## src/rtl/toggle_event_decoder.sv

```systemverilog
// -----------------------------------------------------------------------------
// toggle_event_decoder
//
// Receive-side partner of a T flip-flop toggle encoder. The remote side flips a
// level once per event; this block synchronizes that level into CLK, turns each
// transition into one event, keeps a saturating backlog of undelivered events
// and hands them out one at a time over a valid/ready handshake.
//
// Parameters:
//   CNT_W        width of the pending-event counter (max backlog 2^CNT_W-1)
//   SYNC_STAGES  synchronizer depth on TOG_IN, legal range 2..4
//
// Ports:
//   CLK        in   single clock, all state changes on the rising edge
//   RESET      in   synchronous, active-high reset
//   TOG_IN     in   toggle level from the remote T flip-flop (async to CLK)
//   EVT_VALID  out  at least one undelivered event is pending
//   EVT_READY  in   consumer takes one event when high together with EVT_VALID
//   PENDING    out  current undelivered event count (saturating)
//   OVERFLOW   out  sticky, an event arrived while PENDING was saturated
//   PRIMED     out  high once the decoder is in RUN and counting events
//   EVT_TOTAL  out  (only with TOG_DEC_EVT_TOTAL_EN) 16-bit wrapping count of
//                   every detected event, including ones lost to overflow
//
// Optional feature macro: TOG_DEC_EVT_TOTAL_EN
// -----------------------------------------------------------------------------
module toggle_event_decoder #(
    parameter int CNT_W       = 4,
    parameter int SYNC_STAGES = 2
) (
    input  logic             CLK,
    input  logic             RESET,
    input  logic             TOG_IN,
    output logic             EVT_VALID,
    input  logic             EVT_READY,
    output logic [CNT_W-1:0] PENDING,
    output logic             OVERFLOW,
    output logic             PRIMED
`ifdef TOG_DEC_EVT_TOTAL_EN
    ,
    output logic [15:0]      EVT_TOTAL
`endif
);

    typedef enum logic [0:0] {
        ST_PRIME = 1'b0,
        ST_RUN   = 1'b1
    } state_e;

    localparam logic [CNT_W-1:0] PEND_MAX   = {CNT_W{1'b1}};
    localparam logic [CNT_W-1:0] PEND_ZERO  = {CNT_W{1'b0}};
    // PRIME lasts SYNC_STAGES+1 edges: counter runs 0..SYNC_STAGES, then leaves.
    localparam logic [2:0]       PRIME_LAST = 3'(SYNC_STAGES);

    logic [SYNC_STAGES-1:0] sync_q,      sync_d;
    logic                   prev_q,      prev_d;
    logic                   evt_q,       evt_d;
    state_e                 state_q,     state_d;
    logic [2:0]             prime_cnt_q, prime_cnt_d;
    logic [CNT_W-1:0]       pending_q,   pending_d;
    logic                   valid_q,     valid_d;
    logic                   overflow_q,  overflow_d;
    logic                   primed_q,    primed_d;
`ifdef TOG_DEC_EVT_TOTAL_EN
    logic [15:0]            total_q,     total_d;
`endif

    logic sync_lvl_s;
    logic accept_s;

    assign sync_lvl_s = sync_q[SYNC_STAGES-1];
    // valid_q mirrors (pending_q != 0), so accept can never underflow.
    assign accept_s   = valid_q & EVT_READY;

    // Synchronizer shift, PRIME/RUN sequencing and edge detection.
    always_comb begin
        sync_d      = {sync_q[SYNC_STAGES-2:0], TOG_IN};
        prev_d      = sync_lvl_s;
        evt_d       = 1'b0;
        state_d     = state_q;
        prime_cnt_d = prime_cnt_q;
        case (state_q)
            ST_PRIME: begin
                // Only track the level here so a TOG_IN already high at reset
                // release is absorbed into prev instead of becoming an event.
                if (prime_cnt_q == PRIME_LAST) begin
                    state_d = ST_RUN;
                end else begin
                    prime_cnt_d = prime_cnt_q + 3'd1;
                end
            end
            ST_RUN: begin
                evt_d = sync_lvl_s ^ prev_q;
            end
            default: begin
                state_d     = ST_PRIME;
                prime_cnt_d = 3'd0;
            end
        endcase
        primed_d = (state_d == ST_RUN);
    end

    // Pending counter: saturating, increment on event, decrement on accept.
    always_comb begin
        pending_d  = pending_q;
        overflow_d = overflow_q;
        case ({evt_q, accept_s})
            2'b10: begin
                if (pending_q == PEND_MAX) begin
                    overflow_d = 1'b1;
                end else begin
                    pending_d = pending_q + {{(CNT_W-1){1'b0}}, 1'b1};
                end
            end
            2'b01: begin
                pending_d = pending_q - {{(CNT_W-1){1'b0}}, 1'b1};
            end
            default: begin
                pending_d = pending_q;
            end
        endcase
        valid_d = (pending_d != PEND_ZERO);
    end

`ifdef TOG_DEC_EVT_TOTAL_EN
    // Free-running total of detected events, wraps naturally at 16 bits.
    always_comb begin
        if (evt_q) begin
            total_d = total_q + 16'd1;
        end else begin
            total_d = total_q;
        end
    end
`endif

    // State register with synchronous reset; reset wins over any handshake.
    always_ff @(posedge CLK) begin
        if (RESET) begin
            sync_q      <= {SYNC_STAGES{1'b0}};
            prev_q      <= 1'b0;
            evt_q       <= 1'b0;
            state_q     <= ST_PRIME;
            prime_cnt_q <= 3'd0;
            pending_q   <= PEND_ZERO;
            valid_q     <= 1'b0;
            overflow_q  <= 1'b0;
            primed_q    <= 1'b0;
        end else begin
            sync_q      <= sync_d;
            prev_q      <= prev_d;
            evt_q       <= evt_d;
            state_q     <= state_d;
            prime_cnt_q <= prime_cnt_d;
            pending_q   <= pending_d;
            valid_q     <= valid_d;
            overflow_q  <= overflow_d;
            primed_q    <= primed_d;
        end
    end

`ifdef TOG_DEC_EVT_TOTAL_EN
    // Event total register.
    always_ff @(posedge CLK) begin
        if (RESET) begin
            total_q <= 16'd0;
        end else begin
            total_q <= total_d;
        end
    end

    assign EVT_TOTAL = total_q;
`endif

    assign EVT_VALID = valid_q;
    assign PENDING   = pending_q;
    assign OVERFLOW  = overflow_q;
    assign PRIMED    = primed_q;

endmodule

```

## config.mk

```make
export PLATFORM = sky130hd
export DESIGN_NAME = toggle_event_decoder
export DESIGN_NICKNAME = d
export VERILOG_FILES = /design/src/rtl/toggle_event_decoder.sv
export SDC_FILE = /design/constraint.sdc
export NUM_CORES = 1
export LEC_CHECK = 0
export CAP_MARGIN = 20
export CORE_MARGIN = 4
export CORE_UTILIZATION = 45
export DETAILED_ROUTE_END_ITERATION = 10
export PLACE_DENSITY = 0.69
export SYNTH_ARGS = -nofsm -noshare
export SYNTH_HDL_FRONTEND = slang
export SYNTH_SLANG_ARGS = --single-unit
export TNS_END_PERCENT = 5
```

## constraint.sdc

```tcl
create_clock -name CLK -period 4.6 [get_ports CLK]
set_input_delay 0.92 -clock CLK [delete_from_list [all_inputs] [get_ports CLK]]
set_output_delay 0.92 -clock CLK [all_outputs]
set_load 0.02 [all_outputs]
```

==> results.toml, run 1 <==
[final_layout]
layout_common_cells = "14 x dfxtp_1, 10 x clkdlybuf4s50_1, 9 x nor2_1"
antenna_cells = 0
area_growth_pct = 19.0
final_nets = 101
final_layout_size_suffix_gt1_share_pct = 5.56
layout.cells.most_common = "dfxtp_1"
finalCoreUtilization_pct = 60.1

[logic_synthesis]
synth_edf_count = 0
synth.top_cell.area_share_pct = 40.1
syn_nets = 89
ys_ff_latch = 14
syn-cell-area_um2 = 698
yosysTopAreaCell = "dfxtp_1"
synth_area_leaders = "dfxtp_1 40%, ha_1 11%, nor2b_1 6.3%"
syn_area_per_cell_um2 = 8.84
yosysWarnings = 0
ys.flop_type = "dfxtp_1"
syn_inst = 79
ys_types = 29
async_reset_ff_share_pct = 0
yosysSeqAreaShare_pct = 40.1

[worst_setup_path]
reg2reg_setup_slack_ns = 2.84
cp-end-kind = "register"
critPathMaxFanout = 6
worstPathArrival_ns = 2.65
start_kind = "input port"
path_class = "in -> reg"
cp_data_required_time_ns = 4.77

[timing]
setup_viol = 0
tightest_slew_ns = 0.523
period_minus_slack_ns = 2.49
slew_headroom_pct = 65.0
finalClockSkew_ns = 0.00123
rsz0062_at_grt = "false"
fin_tns_setup_ns = 0
maxSlewViolCount = 0
max_freq_mhz = 402
finalCritPeriodShare_pct = 54.0
hold_viol_final = 0

[cts]
clkSinkCount = 14
cts_tree = "yes"
hold_buffers = 0
cts-root-buf = "clkbuf_4"
post-cts-setup-buffers = 0
cts_htree_levels = 1
ctsResizeCount = 0
numCtsBuffers = 3
clk_latency_ns = 0.28
path_clk_slew_ns = 0.08
clockBufferDepth = 2

[floorplanning]
fp.coreArea_um2 = 1380
die_h_um = 47.4
start_util_pct = 50.5
fp-row-count = 13
die_area_um2 = 2250
die_w_um = 47.4
io_pins = 11

[placement]
hpwl_um = 929
place.gp.congestion = 0.876
portBuffers = 10

[hold_path]
hold_class = "reg -> reg"

[global_route]
grt_usage_pct = 14.5
grt_pass1_vias = 543
grt_overflow = 0
grt_pass1_wl_mm = 2.25
grt_max_degree = 16
antenna_found_initial = 0

[detailed_routing]
drt-total-wl_mm = 1.28
wl_per_cell_um = 12.2
final_antenna_net_count = 0
drcViolationCount = 0
viasPerCell = 5.34
firstDrtPassIters = 4
vias = 561
drt_iter0_markers = 14

[outcome]
status = "complete, no violations"

[run]
drv_cap = 0

[pwr]
p_per_area_nw_per_um2 = 346
vdd_drop_max_mv = 0.311
leakagePower_nw = 0.338
-- logic make-up (layout without fill, tap and decap cells) --
family / Yosys count / count (layout) / share of synthesized area (%)
xor+xnor: 3 / 3 / 3.76
fa+ha+maj: 6 / 6 / 10.8
simple gates: 30 / 30 / 21.3
flops: 14 / 14 / 40.1
buf+inv: 10 / 21 / 6.99
compound gates: 16 / 16 / 17.0
-- worst max-delay path, cell delays in order --
cell             delay (ns)
clkdlybuf4s50_1        0.40
nand2_1                0.08
inv_1                  0.04
ha_1                   0.37
inv_1                  0.10
o211ai_1               0.10
o221ai_1               0.16
o21bai_1               0.14
or3b_1                 0.34
-- Yosys cell counts, drive strengths merged, types with 2 or more instances --
master  count
dfxtp      14
nor2        9
inv         7
nand2       7
nor2b       7
ha          6
a21oi       3
o21bai      3
buf         2
nand3       2
o211ai      2
xnor2       2
-- cell type report --
type / instances / area, um^2
fill: 135 / 552
multi-input combinational: 55 / 369
sequential: 14 / 280
timing repair buffer: 10 / 100
clock buffer: 4 / 36.3
inverter: 7 / 26.3
tap: 15 / 18.8
-- state kept, by name (all words and copies together), names as in the netlist --
name and cells:
prime_cnt_q 3, OVERFLOW 1, PENDING 4, sync_q 2, EVT_VALID 1, evt_q 1
prev_q 1, PRIMED 1
-- stage by stage --
step / hold WS, ns / std cells / setup WS, ns / area [um^2] / power (mW)
floorplan: 0.414 / 79 / 2.35 / 698 / 0.187
global placement: 0.419 / 101 / 1.84 / 795 / 0.201
detailed placement: 0.430 / 101 / 1.82 / 795 / 0.202
CTS: 0.450 / 105 / 2.12 / 831 / 0.292
global route: 0.457 / 105 / 1.94 / 831 / 0.308
finish: 0.447 / 105 / 2.11 / 831 / 0.287
-- layer usage --
layer | track usage, % | part of all wire [%]
met1 | 16.2 | 45
met2 | 22.5 | 46
met3 | 4.21 | 4.8
met4 | 12.2 | 4.2
met5 | 0 | 0
-- power breakdown --
group | switching [mW] | internal [mW]
combinational | 0.0278 | 0.0273
sequential | 0.00946 | 0.134
clock | 0.0401 | 0.0482
total | 0.0775 | 0.210
-- path summary, 6_finish.rpt --
| check | start | end | cells past startpoint |
|---|---|---|---|
| setup reg to reg | EVT_VALID$_SDFF_PP0_ | EVT_VALID$_SDFF_PP0_ | 8 |
| hold / removal | sync_q[0]$_SDFF_PP0_ | sync_q[1]$_SDFF_PP0_ | 1 |
| hold reg to reg | sync_q[0]$_SDFF_PP0_ | sync_q[1]$_SDFF_PP0_ | 1 |
| setup / recovery | EVT_READY | EVT_VALID$_SDFF_PP0_ | 9 |
No activity file was read; power rests on OpenSTA's default activity.
==> inputs of run 2 (changes only) <==
Clock period 4.6 ns to 2.4 ns, I/O delays scaled along.
==> results.toml, run 2 (same netlist as run 1, synthesis figures left out) <==
[outcome]
status = "complete, no violations"

[cts]
clk_latency_ns = 0.26
post-cts-setup-buffers = 0
clockBufferDepth = 2
numCtsBuffers = 3
cts_htree_levels = 1
clkSinkCount = 14
cts_tree = "yes"
cts-root-buf = "clkbuf_4"
ctsResizeCount = 0
path_clk_slew_ns = 0.07
hold_buffers = 0

[floorplanning]
io_pins = 11
fp.coreArea_um2 = 1380
die_h_um = 47.4
die_w_um = 47.4
start_util_pct = 50.5
die_area_um2 = 2250
fp-row-count = 13

[pwr]
leakagePower_nw = 0.356
vdd_drop_max_mv = 0.607
p_sw_uw = 136
power_uw = 506
comb_power_share_pct = 21.3
p_sw_share_pct = 26.9
internal-power_uw = 370
p_per_area_nw_per_um2 = 592
clockPowerShare_pct = 24.1
seqPwrFrac_pct = 54.6

[final_layout]
final_layout_size_suffix_gt1_share_pct = 9.57
largest_register_ffs = 4
final_nets = 106
layout.cells.most_common = "dfxtp_1"
antenna_cells = 0
layout_common_cells = "14 x dfxtp_1, 10 x clkdlybuf4s50_1, 9 x nor2_1"
area_growth_pct = 22.4

[detailed_routing]
viasPerCell = 5.30
firstDrtPassIters = 4
drt_iter0_markers = 6
vias = 578
wl_per_cell_um = 11.8
final_antenna_net_count = 0
drcViolationCount = 0
drt-total-wl_mm = 1.28

[worst_setup_path]
cp_data_required_time_ns = 2.54
path_class = "in -> reg"
cp-end-kind = "register"
start_kind = "input port"
critPathMaxFanout = 5
worstPathArrival_ns = 2.25

[timing]
fin_tns_setup_ns = 0
max_freq_mhz = 475
hold_viol_final = 0
maxSlewViolCount = 0
setup_viol = 0
period_minus_slack_ns = 2.11
tightest_slew_ns = 0.345
finalCritPeriodShare_pct = 87.7
slew_headroom_pct = 76.4
rsz0062_at_grt = "false"
finalClockSkew_ns = 0.00522

[run]
drv_cap = 0

[global_route]
antenna_found_initial = 0
grt_overflow = 0
grt_max_degree = 13
grt_pass1_wl_mm = 2.34
grt_pass1_vias = 564
grt_usage_pct = 15.2

[placement]
hpwl_mm = 1.03
place.gp.congestion = 0.885
portBuffers = 10

[hold_path]
hold_class = "reg -> reg"
[run 2: through the flow]
step	worst slack (ns)	std cells	utilization (%)	hold WS (ns)	cell area (um^2)
2_1_floorplan	0.588	79	-	0.414	698
3_3_place_gp	0.0995	106	60.2	0.422	832
3_5_place_dp	0.0184	106	60.2	0.436	832
4_1_cts	0.273	109	61.8	0.453	855
5_1_grt	0.225	109	61.8	0.473	855
6_report	0.295	109	61.8	0.447	855
[run 2: layout make-up]
cell class	instances	area, um^2
clock buffers	3	22.5
flip-flops and latches	14	280
repair buffers	15	138
well taps	15	18.8
fillers	134	528
inverters	7	26.3
multi-input cells	55	369
[run 2: power groups by stage]
| stage | sequential (mW) | clock [mW] | combinational (mW) |
|---|---|---|---|
| floorplan | 0.285 | 0 | 0.0733 |
| global placement | 0.281 | 0 | 0.107 |
| detailed placement | 0.282 | 0 | 0.109 |
| CTS | 0.276 | 0.127 | 0.110 |
| global route | 0.280 | 0.140 | 0.129 |
| finish | 0.276 | 0.122 | 0.108 |
[run 2: path summary, 6_finish.rpt]
check / from / to / slack, ns / depth (start not counted)
setup / recovery: EVT_READY / EVT_VALID$_SDFF_PP0_ / 0.29 / 9
setup reg to reg: EVT_VALID$_SDFF_PP0_ / EVT_VALID$_SDFF_PP0_ / 0.60 / 8
hold / removal: sync_q[0]$_SDFF_PP0_ / sync_q[1]$_SDFF_PP0_ / 0.45 / 1
hold reg to reg: sync_q[0]$_SDFF_PP0_ / sync_q[1]$_SDFF_PP0_ / 0.45 / 1
[run 2: worst max-delay path, cell delays in order]
cell             delay [ns]
clkdlybuf4s50_1        0.40
nand2_1                0.08
inv_1                  0.05
ha_1                   0.32
a41o_1                 0.25
nand2_1                0.08
o31ai_1                0.09
o21bai_1               0.13
or3b_1                 0.36
[run 2: routing by layer]
metal | wire [um] | GRT usage, % | up-vias
li1 | - | - | 298
met2 | 646 | 24.6 | 11
met5 | 0 | 0 | -
met3 | 45 | 3.45 | 4
met4 | 32 | 9.94 | 0
met1 | 557 | 17.6 | 265
